File: src/rtl/fmap_tx_pkg.sv
// Shared types and constants for the feature-map stream transmitter.
package fmap_tx_pkg;

    typedef enum logic [1:0] {IDLE, RUN, DRAIN, DONE} fmap_tx_state_t;

    localparam int unsigned FMAP_DATA_W = 24;

endpackage

File: src/rtl/fmap_tx_skid.sv
// Two-entry synchronous FIFO that absorbs the BRAM read latency so the
// stream can hold data steady while the sink is not ready.
module fmap_tx_skid #(
    parameter int unsigned WIDTH = 24
) (
    input  logic             clk,
    input  logic             rst_n,
    input  logic             push,
    input  logic [WIDTH-1:0] push_data,
    input  logic             pop,
    output logic [WIDTH-1:0] head,
    output logic [1:0]       count,
    output logic             empty
);

    logic [WIDTH-1:0] store [0:1];
    logic             wr_ptr;
    logic             rd_ptr;

    // Storage, pointers and occupancy; push and pop in one cycle leave the count unchanged.
    always_ff @(posedge clk or negedge rst_n) begin
        if (!rst_n) begin
            store[0] <= '0;
            store[1] <= '0;
            wr_ptr   <= 1'b0;
            rd_ptr   <= 1'b0;
            count    <= '0;
        end else begin
            if (push) begin
                store[wr_ptr] <= push_data;
                wr_ptr        <= ~wr_ptr;
            end
            if (pop) begin
                rd_ptr <= ~rd_ptr;
            end
            case ({push, pop})
                2'b10:   count <= count + 2'd1;
                2'b01:   count <= count - 2'd1;
                default: count <= count;
            endcase
        end
    end

    assign head  = store[rd_ptr];
    assign empty = (count == 2'd0);

endmodule

File: src/rtl/fmap_stream_tx.sv
// Reads one IMG_W x IMG_H frame from a 1-cycle-latency BRAM port and streams
// it raster-order over valid/ready. Define FMAP_TX_LAST_EN to add the
// o_data_last end-of-row marker.
module fmap_stream_tx
    import fmap_tx_pkg::*;
#(
    parameter  int unsigned IMG_W  = 32,
    parameter  int unsigned IMG_H  = 32,
    parameter  int unsigned DATA_W = FMAP_DATA_W,
    localparam int unsigned ADDR_W = $clog2(IMG_W * IMG_H)
) (
    input  logic              axi_clk,
    input  logic              axi_reset_n,
    input  logic              i_start,
    output logic              o_busy,
    output logic              o_intr,
    output logic              o_rd_en,
    output logic [ADDR_W-1:0] o_rd_addr,
    input  logic [DATA_W-1:0] i_rd_data,
    output logic              o_data_valid,
    output logic [DATA_W-1:0] o_data,
    input  logic              i_data_ready
`ifdef FMAP_TX_LAST_EN
    ,
    output logic              o_data_last
`endif
);

`ifdef FMAP_TX_LAST_EN
    localparam int unsigned SKID_W = DATA_W + 1;
    localparam int unsigned COL_W  = $clog2(IMG_W);
`else
    localparam int unsigned SKID_W = DATA_W;
`endif

    fmap_tx_state_t    state;
    logic [ADDR_W-1:0] rd_addr;
    logic              inflight;
    logic              xfer;
    logic              issue;
    logic              last_addr;
    logic [1:0]        skid_count;
    logic              skid_empty;
    logic [SKID_W-1:0] skid_in;
    logic [SKID_W-1:0] skid_head;

    assign xfer      = o_data_valid & i_data_ready;
    assign last_addr = (rd_addr == ADDR_W'(IMG_W * IMG_H - 1));
    // A pop this cycle frees a slot, so issuing alongside a transfer cannot overflow the skid.
    assign issue     = (state == RUN) &&
                       ((({1'b0, skid_count} + {2'b00, inflight}) < 3'd2) || xfer);

    assign o_rd_en   = issue;
    assign o_rd_addr = rd_addr;

    // Frame sequencing with registered busy/interrupt flags.
    always_ff @(posedge axi_clk or negedge axi_reset_n) begin
        if (!axi_reset_n) begin
            state  <= IDLE;
            o_busy <= 1'b0;
            o_intr <= 1'b0;
        end else begin
            o_intr <= 1'b0;
            case (state)
                IDLE: begin
                    if (i_start) begin
                        state  <= RUN;
                        o_busy <= 1'b1;
                    end
                end
                RUN: begin
                    if (issue && last_addr) begin
                        state <= DRAIN;
                    end
                end
                DRAIN: begin
                    if (skid_empty && !inflight) begin
                        state  <= DONE;
                        o_busy <= 1'b0;
                        o_intr <= 1'b1;
                    end
                end
                DONE: begin
                    state <= IDLE;
                end
                default: begin
                    state <= IDLE;
                end
            endcase
        end
    end

    // Read address counter (wraps to 0 after the last pixel) and read-in-flight tracking.
    always_ff @(posedge axi_clk or negedge axi_reset_n) begin
        if (!axi_reset_n) begin
            rd_addr  <= '0;
            inflight <= 1'b0;
        end else begin
            inflight <= issue;
            if (issue) begin
                rd_addr <= last_addr ? '0 : rd_addr + ADDR_W'(1);
            end
        end
    end

`ifdef FMAP_TX_LAST_EN
    logic [COL_W-1:0] col;
    logic             last_pend;

    // Column position is tracked at issue time and travels with the read as last_pend.
    always_ff @(posedge axi_clk or negedge axi_reset_n) begin
        if (!axi_reset_n) begin
            col       <= '0;
            last_pend <= 1'b0;
        end else begin
            last_pend <= issue && (col == COL_W'(IMG_W - 1));
            if (issue) begin
                col <= (col == COL_W'(IMG_W - 1)) ? '0 : col + COL_W'(1);
            end
        end
    end

    assign skid_in     = {last_pend, i_rd_data};
    assign o_data      = skid_head[DATA_W-1:0];
    assign o_data_last = o_data_valid & skid_head[DATA_W];
`else
    assign skid_in     = i_rd_data;
    assign o_data      = skid_head;
`endif

    assign o_data_valid = !skid_empty;

    fmap_tx_skid #(
        .WIDTH (SKID_W)
    ) u_skid (
        .clk       (axi_clk),
        .rst_n     (axi_reset_n),
        .push      (inflight),
        .push_data (skid_in),
        .pop       (xfer),
        .head      (skid_head),
        .count     (skid_count),
        .empty     (skid_empty)
    );

endmodule

File: config.mk
export PLATFORM = sky130hd
export DESIGN_NAME = fmap_stream_tx
export DESIGN_NICKNAME = d
export VERILOG_FILES = /design/src/rtl/fmap_tx_pkg.sv /design/src/rtl/fmap_tx_skid.sv /design/src/rtl/fmap_stream_tx.sv
export SDC_FILE = /design/constraint.sdc
export NUM_CORES = 1
export LEC_CHECK = 0
export ABC_AREA = 1
export CORE_MARGIN = 8
export CORE_UTILIZATION = 41
export CTS_BUF_LIST = sky130_fd_sc_hd__clkbuf_16
export CTS_CLUSTER_SIZE = 16
export DETAILED_ROUTE_END_ITERATION = 10
export GPL_TIMING_DRIVEN = 1
export PLACE_DENSITY_LB_ADDON = 0.25
export SYNTH_ARGS = -nofsm -noshare
export SYNTH_HDL_FRONTEND = slang
export SYNTH_HIERARCHICAL = 1
export SYNTH_SLANG_ARGS = --single-unit
File: constraint.sdc
create_clock -name axi_clk -period 3.57 [get_ports axi_clk]
set_clock_uncertainty 0.05 [all_clocks]
set_input_delay 0.8925 -clock axi_clk [delete_from_list [all_inputs] [get_ports axi_clk]]
set_output_delay 0.8925 -clock axi_clk [all_outputs]
set_load 0.03 [all_outputs]
Word-level counts from Yosys, hierarchy flattened
Index checks and enable logic that the tools add are counted.

word-level totals
  logic and storage cells = 62
  bits in registers = 67

operators by class
  multiplexer cells = 17
  reductions and logical operators = 13
  eq/ne operators = 9
  bitwise gates (word level) = 5
  add/sub/neg operators = 4
  $lt $le $gt $ge = 4

operator list
  operator               number
  $mux 24                4
  $bwmux 48              1
  $demux 24 s1           1
  $add 10x1->10 const B  1
  $eq 10x10->1 const B   1
  $mux 10                1
  $pmux 2 s4             1
  $eq 2x2->1 const B     3
  $mux 2                 3
  $reduce_and 3->1       2
  $eq 2x1->1 const B     2
  $ge 2x2->1 const B     2
  $logic_and 1x1->1      4
  $logic_not 2->1        2
  $mux 1                 4
  $ne 2x2->1 const B     2
  $not 1->2              2
  $pmux 2 s2             1
  $reduce_bool 2->1      2
  $add 2x1->3            1
  $lt 3x2->1 const B     1
  $add 2x1->2 const B    1
  $logic_not 1->1        2
  $lt 2x1->1 const B     1
  other kinds (6)        7

Depth between registers and ports, before layout
Gate-level depths: netlist of run 1.

  depth in word-level cells = 8
  gate-level depth with buffers = 10
  mapped depth without buffers = 10

Hierarchy
The synthesis of run 1 kept the hierarchy.

by module, submodules not included
  module          area an instance (um^2)  sequential area each (um^2)  times used  cells an instance
  fmap_tx_skid    2,309.7                  1,301.2                      1           278
  fmap_stream_tx  878.3                    375.4                        1           107

Worst setup path before layout of run 1
OpenSTA, ideal clock, no wires.

  path type = input to output
  start = in i_data_ready
  end = out o_rd_en
  data arrival time = 1.402 ns
  buffers on the path = 0
  data required time = 2.628 ns
  setup slack = 1.225 ns
  cell stages on the path = 4
  cells stage by stage = nand2_1 nand2_1 nand2_1 clkinv_1

on the way
  cells in the longest elaborated chain, start to end = 3

ends and longest elaborated chain
  element             line                  RTL
  start: declaration  fmap_stream_tx.sv:22  input logic i_data_ready
  $and 1x1->1         fmap_stream_tx.sv:47  assign xfer = o_data_valid & i_data_ready;
  $logic_or 1x1->1    fmap_stream_tx.sv:51  ((({1'b0, skid_count} + {2'b00, inflight}) < 3'd2) || xfer);
  $logic_and 1x1->1   fmap_stream_tx.sv:50  assign issue = (state == RUN) &&
  end: declaration    fmap_stream_tx.sv:17  output logic o_rd_en,

Every way passes these cells.

Worst setup path in the final report of run 1
Same ends and word-level chain as after synthesis.

==> results.yml, run 1 <==
finish:
  mostFrequentLayoutCells: "nand2_1, inv_1, o21ai_0, dfrtp_1, clkdlybuf4s50_1"
  final_common_cell: "nand2_1"
  drive_gt1_frac: 0.08333
  fin_nets: 484
  num-fill-cells: 704
  n_antenna_cell: 0
  syn2layout_area_growth_pct: 32.22
detailed_routing:
  routedWlPerCell_um: 11.80
  wl_mm: 6.582
  drc_errors: 0
  drtAntennaViolNets: 0
  num_vias: 2537
  vias_per_cell: 4.547
  drtIter0Drc: 91
  drtPass1Iterations: 5
cts:
  ctsResizeCount: 0
  ctsHtreeMaxLevel: 3
  cts.clk_slew.worst_paths_ns: 0.05
  clock-root-buffer: "clkbuf_16"
  cts_setup_buffers: 0
  cts_sinks: 67
  clockBufferDepth: 2
  clock_latency_ns: 0.32
  ctsHoldBuffers: 0
  numCtsBuffers: 9
  tritoncts: "done"
power_and_ir_drop:
  intPower_mw: 2.493
  power_frac_comb: 0.491
  p_total_mw: 4.319
  p_per_area_nw_per_um2: 1025
  peakVddDrop_mv: 0.4535
  switching_power_mw: 1.826
  power_frac_seq: 0.312
  swShare: 0.4227
  leakage_nw: 2.045
  pwr-share-clk: 0.197
timing:
  setup_tns_ns: 0
  final.period_utilization: 0.9008
  fmaxAchievable_mhz: 311.0
  setup_violations: 0
  hold_viol: 0
  drv_slew: 0
  hold_ws_ns: 0.4142
  rsz0062_at_grt: "false"
  tightest_slew_ns: 1.005
  period_needed_ns: 3.216
  relSlewSlack: 0.3297
die:
  std_cell_rows: 32
  dieWidth_um: 104.2
  initial_core_util: 0.4169
  core_area_sq_um: 7647
  io_pins: 66
  die-area_sq_um: 10850
  die_height_um: 104.2
worst_hold_path:
  hold_path_depth: 1
  holdCritStartpoint: "u_skid/rd_ptr"
  hold_class: "flop to flop"
  min_to: "u_skid/rd_ptr"
logic_synthesis:
  synth-seq-cells: 67
  syn_inst: 385
  synth_ff_type: "dfrtp_1"
  synth_seq_area_share: 0.5259
  yosysWarnings: 6
  ys_types: 29
  netlist_area_sq_um: 3188
  syn_avg_cell_area_sq_um: 8.281
  synth_edf_count: 0
  async_flop_share: 1.000
  synth_fp_nets: 418
critical_path:
  crit_required_ns: 2.63
  reg2reg_depth: 3
  startpoint_type: "primary input"
  cp_max_fo: 2
  reg2reg_setup_slack_ns: 1.83
  cp.arrival_ns: 2.27
  reg2reg_to: "u_skid/store[8]"
  end_kind: "output port"
  reg2reg_from: "inflight"
  crit_type: "primary input to output port"
global_routing:
  grt_max_degree: 50
  overflow: 0
  grt_pass1_wl_mm: 11.70
  first_global_vias: 2588
  antenna_found_initial: 0
  grt_use_total: 0.1287
run:
  drv_cap: 0
placement:
  dp_hpwl_mm: 4.574
  port_buffers: 65
  place.gp.congestion: 0.7789
run_status:
  outcome: "finished, final reports clean"
## power groups by stage
stage          Combinational (mW)  Clock [mW]  Sequential (mW)
2_1_floorplan                1.35           0             1.39
3_3_place_gp                 2.12           0             1.35
3_5_place_dp                 2.16           0             1.36
4_1_cts                      2.17       0.872             1.35
5_1_grt                      2.38       0.902             1.40
6_report                     2.12       0.850             1.35
## flip-flops by register name, indices dropped and copies added, names as in the netlist
name           cells
u_skid/store      48
u_skid/wr_ptr      1
o_rd_addr         10
o_busy             1
o_intr             1
state              2
u_skid/count       2
u_skid/rd_ptr      1
inflight           1
## kinds of logic after synthesis
logic type | after synthesis | share of synthesized area
compound gates | 83 | 0.1425
xor+xnor | 6 | 0.01648
fa+ha+maj | 5 | 0.01962
buf+inv | 87 | 0.1103
flops | 67 | 0.5259
simple gates | 137 | 0.1852
## stage by stage
step / cells / instance area [sq um] / setup slack [ns] / utilization
3_5_place_dp: 542 / 3921 / 0.3453 / 0.5128
3_3_place_gp: 542 / 3921 / 0.3362 / 0.5128
5_1_grt: 558 / 4215 / 0.2555 / 0.5512
2_1_floorplan: 385 / 3188 / 1.225 / -
4_1_cts: 558 / 4215 / 0.3369 / 0.5512
6_report: 558 / 4215 / 0.3542 / 0.5512
## worst max-delay path: stages
cell             delay, ns
clkdlybuf4s50_1       0.45
nand2_1               0.06
nand2_1               0.08
nand2_1               0.07
clkinv_1              0.06
clkdlybuf4s50_1       0.67
## layout make-up
cell class | count | area, sq um | share of cell area
clock inverter | 7 | 68.82 | 0.01633
tap | 102 | 127.6 | 0.03028
sequential | 67 | 1677 | 0.3977
clock buffer | 9 | 225.2 | 0.05343
multi-input combinational | 231 | 1160 | 0.2752
inverter | 71 | 266.5 | 0.06322
timing repair buffer | 71 | 690.7 | 0.1638
## layer usage
layer / track usage / vias up / share of wire
li1: - / 1323 / -
met1: 0.1553 / 1149 / 0.47
met2: 0.2099 / 57 / 0.46
met3: 0.03779 / 8 / 0.057
met4: 0.05274 / 0 / 0.012
met5: 0 / - / 0
## worst max-delay path by stage
stage | start | end | slack [ns] | cells past startpoint
after detailed placement | i_data_ready | o_rd_en | 0.35 | 6
final | i_data_ready | o_rd_en | 0.35 | 6
after global routing | i_data_ready | o_rd_en | 0.26 | 6
after global placement | i_data_ready | o_rd_en | 0.34 | 6
after floorplan | i_data_ready | o_rd_en | 1.23 | 4
after CTS | i_data_ready | o_rd_en | 0.34 | 6
## Yosys cell counts, drive strengths merged (2+ instances only)
| master | count | area, sq um |
|---|---|---|
| nor2 | 12 | 60.06 |
| ha | 5 | 62.56 |
| nand3 | 8 | 52.55 |
| o21bai | 3 | 33.78 |
| inv | 70 | 262.8 |
| nand2 | 109 | 416.7 |
| buf | 9 | 57.55 |
| dfrtp | 67 | 1677 |
| o21ai | 78 | 409.1 |
| nand4 | 4 | 25.02 |
| clkbuf | 7 | 27.52 |
| xor2 | 2 | 17.52 |
| xnor2 | 4 | 35.03 |
| nor3 | 2 | 15.01 |
Power figures use the tool's default switching activity.
==> run 2, diff against run 1 <==
- CTS_BUF_LIST: sky130_fd_sc_hd__clkbuf_16 -> sky130_fd_sc_hd__clkbuf_8 sky130_fd_sc_hd__clkbuf_16
==> run 2 against run 1 <==
Effect of this change: combinational power barely moved; routed wire length rose by 0.44%; first-iteration DRC count decreased by 4.4%; sequential cell count is the same; total power shrank 5.1%.
==> results.yml, run 2 (synthesis results as in run 1) <==
finish:
  final_area_sq_um: 4124
  utilization: 0.5393
  num-fill-cells: 711
  fin_nets: 484
  mostFrequentLayoutCells: "nand2_1, inv_1, o21ai_0, dfrtp_1, clkdlybuf4s50_1"
  n_antenna_cell: 0
  syn2layout_area_growth_pct: 29.36
  top_register: "u_skid/store"
  final_common_cell: "nand2_1"
  drive_gt1_frac: 0.08553
  largest_reg_flops: 48
critical_path:
  end_kind: "output port"
  startpoint_type: "primary input"
  cp_common_cell: "nand2_1"
  path_depth: 6
  crit_required_ns: 2.63
  cp.arrival_ns: 2.27
  reg2reg_to: "u_skid/store[9]"
  crit_path_start: "i_data_ready"
  slowest_stage: "clkdlybuf4s50_1"
  critical_path.max_stage_delay_ns: 0.67
  critPathBufInv: 3
  reg2reg_from: "inflight"
  reg2reg_setup_slack_ns: 1.82
  crit_type: "primary input to output port"
  path_cells: "clkdlybuf4s50_1 > nand2_1 > nand2_1 > nand2_1 > clkinv_1 > clkdlybuf4s50_1"
  endpoint: "o_rd_en"
  reg2reg_depth: 3
  cp_max_fo: 2
  crit_family: "buffers and inverters"
global_routing:
  overflow: 0
  grt_max_degree: 50
  grt_pass1_wl_mm: 11.70
  first_global_vias: 2576
  grt_use_total: 0.1290
  antenna_found_initial: 0
timing:
  tightest_slew_ns: 0.9978
  hold_viol: 0
  relSlewSlack: 0.3348
  drv_slew: 0
  setup_tns_ns: 0
  setup_violations: 0
  rsz0062_at_grt: "false"
  fmaxAchievable_mhz: 310.9
  period_needed_ns: 3.216
  final.period_utilization: 0.9008
detailed_routing:
  drtIter0Drc: 87
  vias_per_cell: 4.534
  drc_errors: 0
  drtPass1Iterations: 4
  drtAntennaViolNets: 0
  num_vias: 2530
  routedWlPerCell_um: 11.85
  wl_mm: 6.611
die:
  die-area_sq_um: 10850
  io_pins: 66
  dieWidth_um: 104.2
  core_area_sq_um: 7647
  std_cell_rows: 32
  initial_core_util: 0.4169
  die_height_um: 104.2
worst_hold_path:
  hold_class: "flop to flop"
cts:
  cts_sinks: 67
  cts_setup_buffers: 0
  ctsHtreeMaxLevel: 3
  tritoncts: "done"
  clock_latency_ns: 0.33
  ctsResizeCount: 0
  numCtsBuffers: 9
  ctsHoldBuffers: 0
  cts.clk_slew.worst_paths_ns: 0.07
  clock-root-buffer: "clkbuf_8"
  clockBufferDepth: 2
power_and_ir_drop:
  leakage_nw: 2.005
  peakVddDrop_mv: 0.4511
  p_per_area_nw_per_um2: 993.6
placement:
  dp_hpwl_mm: 4.574
  place_area_sq_um: 3921
  port_buffers: 65
  place.gp.congestion: 0.7789
run:
  drv_cap: 0
run_status:
  outcome: "finished, final reports clean"
run 2: changes by cell type in the layout (fill, tap and decap cells not counted):
| cell | delta |
|---|---|
| clkbuf_8 | +10 |
| clkbuf_16 | -9 |
| clkinv_1 | -1 |
run 2: per-layer routing:
layer / vias to the layer above / track usage / routed length (um) / share of wire
met1: 1155 / 0.1560 / 3130 / 0.47
met3: 4 / 0.03779 / 344 / 0.052
li1: 1317 / - / - / -
met2: 54 / 0.2076 / 3111 / 0.47
met5: - / 0 / 0 / 0
met4: 0 / 0.05895 / 24 / 0.0036
run 2: area by class of cell:
cell class / instances / area (sq um) / area share
clock buffer: 10 / 137.6 / 0.03337
inverter: 71 / 266.5 / 0.06462
clock inverter: 6 / 65.06 / 0.01578
sequential: 67 / 1677 / 0.4066
tap: 102 / 127.6 / 0.03095
multi-input combinational: 231 / 1160 / 0.2812
timing repair buffer: 71 / 690.7 / 0.1675
run 2: worst reg2reg max path, delay by kind of cell (launching register included):
kind            cells  cell delay, ns
buf+inv             1            0.35
simple gates        1            0.70
flops               1            0.43
compound gates      1            0.10
run 2: through the flow:
stage	setup WS (ns)	hold WS (ns)	cells	power [mW]
2_1_floorplan	1.225	0.4029	385	2.742
3_3_place_gp	0.3362	0.4079	542	3.468
3_5_place_dp	0.3453	0.4128	542	3.516
4_1_cts	0.3369	0.4220	558	4.163
5_1_grt	0.2555	0.4507	558	4.457
6_report	0.3540	0.4169	558	4.097
run 2: how the worst min path moves through the flow:
| stage | from | end | slack, ns | cells past startpoint |
|---|---|---|---|---|
| after floorplan | u_skid/store[11] | u_skid/store[11] | 0.40 | 2 |
| after global placement | u_skid/rd_ptr | u_skid/rd_ptr | 0.41 | 1 |
| after detailed placement | u_skid/rd_ptr | u_skid/rd_ptr | 0.41 | 1 |
| after CTS | u_skid/rd_ptr | u_skid/rd_ptr | 0.42 | 1 |
| after global routing | u_skid/rd_ptr | u_skid/rd_ptr | 0.45 | 1 |
| final | u_skid/rd_ptr | u_skid/rd_ptr | 0.42 | 1 |
run 2: report_power, final:
part | switching [mW] | leakage [nW] | internal [mW]
Combinational | 1.29 | 1.09 | 0.834
Clock | 0.289 | 0.0905 | 0.340
Sequential | 0.225 | 0.825 | 1.12
==> run 3, diff against run 2 <==
- ABC_AREA: 1 -> unset
- CTS_BUF_LIST: sky130_fd_sc_hd__clkbuf_8 sky130_fd_sc_hd__clkbuf_16 -> unset
==> run 3 against run 2 <==
Effect of this change: fmax fell by 1.2%; non-clock buffer count fell by 1; highest routed layer unchanged; combinational power rose by 3%; critical path depth fell by 1; sequential power barely moved; synthesized area fell by 4.8%; clock-buffer cell count rose by 1; sequential cell count did not move; design area fell by 3.1%.
==> results.yml, run 3 <==
run_status:
  outcome: "finished, final reports clean"
placement:
  place.gp.congestion: 0.7215
  dp_hpwl_mm: 4.281
  place_area_sq_um: 3801
  port_buffers: 65
logic_synthesis:
  synth-seq-cells: 67
  yosys-top-cells-area: "dfrtp_1, mux2_2, ha_1"
  synth_edf_count: 0
  synth_fp_nets: 253
  ys_types: 34
  synth_ff_type: "dfrtp_1"
  ys_top_cells_by_count: "mux2_2, dfrtp_1, inv_1, nand2_1"
  synth_seq_area_share: 0.5526
  syn_avg_cell_area_sq_um: 13.79
  async_flop_share: 1.000
  synth_top_area_cell: "dfrtp_1"
  yosysMostFrequentCell: "mux2_2"
  syn_inst: 220
  yosysWarnings: 6
  netlist.area_leader.share: 0.5526
  netlist_area_sq_um: 3034
timing:
  rsz0062_at_grt: "false"
  setup_tns_ns: 0
  relSlewSlack: 0.4828
  hold_viol: 0
  drv_slew: 0
  fmaxAchievable_mhz: 307.3
  final.period_utilization: 0.9116
  period_needed_ns: 3.254
  setup_violations: 0
  hold_ws_ns: 0.4430
  tightest_slew_ns: 0.7740
cts:
  clock_latency_ns: 0.33
  cts_sinks: 67
  tritoncts: "done"
  clock-root-buffer: "clkbuf_8"
  cts_setup_buffers: 0
  cts.clk_slew.worst_paths_ns: 0.07
  ctsResizeCount: 0
  ctsHtreeMaxLevel: 3
  numCtsBuffers: 9
  clockBufferDepth: 2
  ctsHoldBuffers: 0
die:
  initial_core_util: 0.4206
  die_height_um: 102.0
  io_pins: 66
  std_cell_rows: 31
  dieWidth_um: 102.0
  core_area_sq_um: 7214
  die-area_sq_um: 10410
finish:
  n_antenna_cell: 0
  drive_gt1_frac: 0.3356
  top_register: "u_skid/store"
  mostFrequentLayoutCells: "mux2_2, dfrtp_1, clkdlybuf4s50_1, clkbuf_8"
  syn2layout_area_growth_pct: 31.67
  largest_reg_flops: 48
  final_common_cell: "mux2_2"
  num-fill-cells: 649
  seq_area_sq_um: 1677
  final_area_sq_um: 3995
  multiInputGateArea_sq_um: 1262
  fin_nets: 326
worst_hold_path:
  hold_class: "flop to flop"
  holdCritStartpoint: "o_rd_addr[8]"
critical_path:
  reg2reg_from: "state[1]"
  crit_type: "primary input to output port"
  crit_required_ns: 2.63
  cp_max_fo: 2
  end_kind: "output port"
  startpoint_type: "primary input"
  crit_path_start: "i_data_ready"
  cp.arrival_ns: 2.31
power_and_ir_drop:
  peakVddDrop_mv: 0.4644
  p_per_area_nw_per_um2: 1037
  leakage_nw: 1.679
  p_total_mw: 4.144
detailed_routing:
  drc_errors: 0
  routedWlPerCell_um: 15.47
  wl_mm: 6.143
  drtIter0Drc: 40
  num_vias: 1942
  drtAntennaViolNets: 0
  drtPass1Iterations: 4
  vias_per_cell: 4.892
global_routing:
  globalRouteMet1Util: 0.1530
  met3_usage: 0.04155
  busiest_layer: "met2"
  overflow: 0
  first_global_vias: 2091
  met2_usage: 0.1929
  grt_max_degree: 38
  antenna_found_initial: 0
  grt_use_total: 0.1248
  grt_pass1_wl_mm: 10.03
run:
  drv_cap: 0
## run 3: changes by cell type after synthesis, moves of 5 or more
cell      before  now
nor2_1        10    5
clkbuf_1       6    0
mux2_2         0   71
o21ai_0       68    5
o21ai_1        5    0
nand2_1      106    8
inv_1         69    8
## run 3: cell type report
| cell class | count | share of cell area |
|---|---|---|
| well taps | 99 | 0.03101 |
| clock buffers | 11 | 0.03539 |
| multi-input cells | 137 | 0.3160 |
| flip-flops and latches | 67 | 0.4197 |
| clock inverters | 5 | 0.01315 |
| inverters | 8 | 0.007516 |
| repair buffers | 70 | 0.1773 |
## run 3: kinds of logic (layout without fill, tap and decap cells)
| group | count (synthesis) | in the layout | share of synthesized area |
|---|---|---|---|
| AO/OA/AOI/OAI | 20 | 20 | 0.04330 |
| multiplexers | 72 | 72 | 0.2672 |
| buffers and inverters | 16 | 94 | 0.03134 |
| adder cells (fa/ha/maj) | 5 | 5 | 0.02062 |
| AND/OR/NAND/NOR | 30 | 30 | 0.05609 |
| XOR/XNOR | 10 | 10 | 0.02886 |
| flip-flops | 67 | 67 | 0.5526 |
## run 3: critical path, cell delays in order
cell and delay [ns]:
clkdlybuf4s50_1 0.44, nor2b_2 0.16, o21ai_2 0.08, inv_1 0.07, clkdlybuf4s50_1 0.67
## run 3: power by group
| part | leakage (nW) | internal (mW) | switching (mW) | total (mW) |
|---|---|---|---|---|
| Sequential | 0.806 | 1.12 | 0.229 | 1.35 |
| Combinational | 0.774 | 1.11 | 1.08 | 2.18 |
| Clock | 0.0991 | 0.338 | 0.274 | 0.612 |
| Total | 1.68 | 2.57 | 1.58 | 4.14 |
## run 3: stage by stage
stage | instances | worst slack (ns) | util
finish | 397 | 0.3156 | 0.5538
global route | 397 | 0.2250 | 0.5538
CTS | 397 | 0.2958 | 0.5538
detailed placement | 381 | 0.3038 | 0.5269
global placement | 381 | 0.3099 | 0.5269
floorplan | 220 | 1.056 | -
## run 3: final timing paths
path | to | slack (ns) | depth (start not counted)
max | o_rd_en | 0.32 | 5
min | o_rd_addr[8] | 0.44 | 1
max reg2reg | o_rd_addr[8] | 1.62 | 6
min reg2reg | o_rd_addr[8] | 0.44 | 1
max in group asynchronous | u_skid/store[22] | 2.27 | 2
min in group asynchronous | u_skid/store[11] | 0.55 | 1
## run 3: layer usage
layer	up-vias	routed length, um
li1	933	-
met2	51	2758
met1	950	2902
met5	-	0
met4	0	98
met3	8	383
